$ cat src/rtl/sub_divider_ctrl.sv
// Unsigned divider controller: repeated subtraction of divisor from remainder, one step per clock.
// Latency: done pulses Q+2 cycles after an accepted start (1 cycle when divisor is 0).
// Backpressure: start is accepted only while ready=1; starts in RUN/DONE are dropped, never queued.
//
// Ports:
//   clk, rst_n          clock, asynchronous active-low reset
//   start               command strobe, sampled with dividend/divisor while ready=1
//   dividend, divisor   WIDTH-bit unsigned operands
//   ready / busy / done IDLE / RUN / one-cycle DONE state decodes
//   quotient, remainder results, valid from the done cycle until the next accepted start
//   div_zero            last accepted command had divisor=0 (quotient forced to all ones)
//   cycles              (only with SUB_DIV_CYCLE_COUNT_EN) cycles from accepted start to done
//
// Optional feature macro: SUB_DIV_CYCLE_COUNT_EN adds the cycles output and its counter.

module sub_divider_ctrl #(
  parameter int WIDTH = 8
) (
  input  logic             clk,
  input  logic             rst_n,
  input  logic             start,
  input  logic [WIDTH-1:0] dividend,
  input  logic [WIDTH-1:0] divisor,
  output logic             ready,
  output logic             busy,
  output logic             done,
  output logic [WIDTH-1:0] quotient,
  output logic [WIDTH-1:0] remainder,
  output logic             div_zero
`ifdef SUB_DIV_CYCLE_COUNT_EN
  ,
  output logic [WIDTH:0]   cycles
`endif
);

  typedef enum logic [1:0] {
    IDLE = 2'd0,
    RUN  = 2'd1,
    DONE = 2'd2
  } state_t;

  state_t           state, state_nxt;
  logic [WIDTH-1:0] rem_r, rem_nxt;
  logic [WIDTH-1:0] d_r, d_nxt;
  logic [WIDTH-1:0] q_r, q_nxt;
  logic             dz_r, dz_nxt;
  logic [WIDTH-1:0] sub_res;

  // The single arithmetic resource: running remainder minus latched divisor.
  // Its result is only committed when rem_r >= d_r, so the remainder never wraps.
  assign sub_res = rem_r - d_r;

  always_ff @(posedge clk or negedge rst_n) begin
    if (!rst_n) begin
      state <= IDLE;
      rem_r <= '0;
      d_r   <= '0;
      q_r   <= '0;
      dz_r  <= 1'b0;
    end else begin
      state <= state_nxt;
      rem_r <= rem_nxt;
      d_r   <= d_nxt;
      q_r   <= q_nxt;
      dz_r  <= dz_nxt;
    end
  end

  always_comb begin
    state_nxt = state;
    rem_nxt   = rem_r;
    d_nxt     = d_r;
    q_nxt     = q_r;
    dz_nxt    = dz_r;
    case (state)
      IDLE: begin
        if (start) begin
          rem_nxt = dividend;
          d_nxt   = divisor;
          if (divisor == '0) begin
            // Divide by zero skips RUN: results are final immediately.
            q_nxt     = '1;
            dz_nxt    = 1'b1;
            state_nxt = DONE;
          end else begin
            q_nxt     = '0;
            dz_nxt    = 1'b0;
            state_nxt = RUN;
          end
        end
      end
      RUN: begin
        if (rem_r >= d_r) begin
          rem_nxt = sub_res;
          q_nxt   = q_r + WIDTH'(1);
        end else begin
          state_nxt = DONE;
        end
      end
      DONE:    state_nxt = IDLE;
      default: state_nxt = IDLE;
    endcase
  end

  // The working registers double as the result registers: they stop changing
  // once RUN exits and hold until the next accepted start.
  assign ready     = (state == IDLE);
  assign busy      = (state == RUN);
  assign done      = (state == DONE);
  assign quotient  = q_r;
  assign remainder = rem_r;
  assign div_zero  = dz_r;

`ifdef SUB_DIV_CYCLE_COUNT_EN
  localparam int CW = WIDTH + 1;

  logic [WIDTH:0] cnt_r;
  logic [WIDTH:0] cycles_r;

  // cnt_r holds the index of the current cycle relative to the start cycle;
  // the value latched on entry to DONE is the index of the done cycle.
  always_ff @(posedge clk or negedge rst_n) begin
    if (!rst_n) begin
      cnt_r    <= '0;
      cycles_r <= '0;
    end else begin
      if (state == IDLE && start) begin
        cnt_r <= CW'(1);
      end else if (state == RUN) begin
        cnt_r <= cnt_r + CW'(1);
      end
      if (state_nxt == DONE) begin
        cycles_r <= (state == IDLE) ? CW'(1) : cnt_r + CW'(1);
      end
    end
  end

  assign cycles = cycles_r;
`endif

endmodule

$ cat config.mk
export PLATFORM = sky130hd
export DESIGN_NAME = sub_divider_ctrl
export DESIGN_NICKNAME = d
export VERILOG_FILES = /design/src/rtl/sub_divider_ctrl.sv
export SDC_FILE = /design/constraint.sdc
export NUM_CORES = 1
export LEC_CHECK = 0
export CAP_MARGIN = 20
export CORE_MARGIN = 8
export CORE_UTILIZATION = 45
export CTS_CLUSTER_SIZE = 20
export DETAILED_ROUTE_END_ITERATION = 6
export PLACE_DENSITY = 0.73
export RECOVER_POWER = 25
export SLEW_MARGIN = 20
export SYNTH_ARGS = -nofsm -noshare
export SYNTH_HDL_FRONTEND = slang
export SYNTH_SLANG_ARGS = --single-unit
$ cat constraint.sdc
create_clock -name clk -period 3 [get_ports clk]
set_input_delay 0.75 -clock clk [delete_from_list [all_inputs] [get_ports clk]]
set_output_delay 0.75 -clock clk [all_outputs]
set_load 0.01 [all_outputs]
==> flow_summary_export.csv <==
group,metric,value,unit
clocking,post_cts_resized,0,
place,placed_area,2150,um^2
synth,synth_top_area_share,39.7,%
synth,synth_warnings,0,
synth,synth_common_cells,"nand2_1, dfrtp_1, inv_1, o21ai_0, nor2_1",
global_routing,grt-ovfl-total,0,
timing,rsz0062_at_grt,"no",
global_routing,grt_start_max_net_pins,28,
synth,ys.flop_type,"dfrtp_1",
min_path,worstHoldPathType,"reg -> reg",
synth,yosysTopAreaCell,"dfrtp_1",
floorplanning,io_pins,39,
floorplanning,fp.coreArea,3660,um^2
timing,worstMarginPinSlew,1510,ps
route,via_per_inst,5.55,
worst_setup_path,r2r_setup_slack,290,ps
global_routing,track_usage,14.7,%
synth,synthCells,195,
clocking,cts_tree,"done",
final_layout,fill_cells,328,
timing,period_needed,2710,ps
route,drtAntennaViolNets,0,
global_routing,grt_pass1_vias,1533,
floorplanning,initial_utilization,46.5,%
final_layout,multi_input_area,930,um^2
timing,setup_tns,0,ps
clocking,post_cts_buffers,0,
min_path,hold_depth,2,
power,vdd_ir_drop_max,0.000578,V
worst_setup_path,worst_ep_arrival_time,2930,ps
synth,synth_area_per_cell,8.73,um^2
synth,ys_ff_latch,27,
floorplanning,die_w,77.5,um
worst_setup_path,path_class,"reg -> reg",
place,gp_congestion,0.939,
timing,fin_crit_sh,90.2,%
worst_setup_path,regToRegEndpoint,"remainder[0]",
clocking,postCtsHoldBufs,0,
clocking,root_buffer,"clkbuf_8",
route,totalWireLength,4.41,mm
worst_setup_path,worst_ep_required_time,3220,ps
synth,async_flop_share,100,%
route,via_count,1577,
place,hpwl,3.40,mm
clocking,clk_pin_slew,100,ps
synth,synth_cell_types,45,
final_layout,diodes,0,
power,p_per_area,1110,nW/um^2
timing,drv_slew,28,
route,post_drt_wl_per_cell,15.5,um
clocking,worstSkewPairLatency,280,ps
synth,ys_seq_area_share,39.7,%
place,pre_cts_ws,316,ps
floorplanning,die-area,6010,um^2
final_layout,seq_area,676,um^2
clocking,cts_sinks,27,
run_status,status,"finished with violations",
final_layout,fin_nets,266,
final_layout,drive_gt1_share,6.78,%
timing,fin_skew,6.84,ps
clocking,cts.path.max_buffers,2,
place,dp_cells,280,
route,drt_iter0_drc,94,
worst_setup_path,path_max_fanout,11,
min_path,hp-start,"div_zero",
route,firstDrtPassIters,4,
worst_setup_path,end_kind,"flop",
timing,hold_viol,0,
worst_setup_path,start_kind,"flop",
synth,synthTopCellsByArea,"dfrtp_1, ha_1, nand2_1, o21ai_0, inv_1",
clocking,cts_buffers,3,
global_routing,grt_pass1_wl,7.37,mm
run,maxCapViolCount,1,
timing,layout_setup_ws,294,ps
worst_setup_path,reg2reg_depth,9,
global_routing,antenna_found_initial,0,
synth,synth_edf_count,0,
floorplanning,die_h,77.5,um
final_layout,final_area,2200,um^2
route,drc_errors,0,
final_layout,area_growth,29.2,%
timing,slew_headroom,-0.491,%
min_path,min_to,"div_zero",
worst_setup_path,r2r-start,"remainder[0]",
synth,synthesis.area,1700,um^2
worst_setup_path,startpoint,"remainder[0]",
timing,maxClockFrequency,370,MHz
timing,setup_violations,0,
floorplanning,std_cell_rows,22,
place,io_buffers,38,
run_status,violations,"max-capacitance violations, max-slew violations",
synth,synth_most_common_cell,"nand2_1",
final_layout,fin_cells,284,
synth,synthesis.nets,224,
clocking,h-tree-depth,1,
power,leakage,0.914,nW
[per-layer routing]
metal  global-route usage [%]  up-vias  routed length [um]
met5                        0        -                   0
met4                     2.83        0                   0
met3                     3.80        0                 209
met2                     22.9       34                2120
met1                     20.0      755                2090
li1                         -      788                   -
[where the power goes]
group	internal [mW]	switching, mW
clock network	0.0944	0.118
logic	0.718	0.890
registers	0.505	0.105
total	1.32	1.11
[cell families after synthesis]
| family | Yosys count | share of synthesized area, % |
|---|---|---|
| AO/OA/AOI/OAI | 50 | 21.1 |
| AND/OR/NAND/NOR | 76 | 21.2 |
| adder cells (fa/ha/maj) | 10 | 7.79 |
| flip-flops | 27 | 39.7 |
| XOR/XNOR | 2 | 1.03 |
| buffers and inverters | 25 | 6.02 |
| multiplexers | 5 | 3.16 |
[through the flow]
stage                     hold slack [ps]  power, mW  util, %
after global placement                469       2.20     58.9
after CTS                             510       2.44     60.2
after floorplan                       450       1.74        -
after detailed placement              485       2.22     58.9
final                                 507       2.43     60.1
after global routing                  544       2.65     60.1
[how the worst max path moves through the flow]
stage                               to  slack (ps)  cells after the start
final                     remainder[0]         290                      9
after global routing      remainder[3]         110                      9
after CTS                 remainder[0]         320                      9
after detailed placement   quotient[2]         320                      6
after global placement     quotient[2]         360                      6
after floorplan           remainder[2]         700                     10
[critical path, cell delays in order, from the launching register on]
cell      delay (ps)
dfrtp_1          410
inv_1             70
ha_1             160
inv_1             50
fa_1             410
a211oi_2         300
o21a_1           210
o211a_1          390
or2_0            390
o221a_2          240
[sequential cells by signal (all words and copies together) (netlist names)]
name	cells
state	2
remainder	8
quotient	8
div_zero	1
d_r	8
[layout by cell type (no fill, tap or decap), drive strengths merged, types with 3 or more instances in the layout]
master	instances
a21oi	5
nand3	9
clkdlybuf4s50	37
nor2	12
o211ai	4
nor4	5
buf	4
ha	9
o32ai	3
inv	19
dfrtp	27
nand2	29
clkbuf	4
mux2	3
nor3b	4
o21ai	16
nor3	6
[area by class of cell]
class | count | share of cell area (%)
inverter | 19 | 3.24
multi-input combinational | 143 | 42.3
timing repair buffer | 43 | 18.8
clock inverter | 1 | 0.341
clock buffer | 3 | 1.88
tap | 48 | 2.73
sequential | 27 | 30.7
Note: power is estimated with default switching activity, not from simulation.
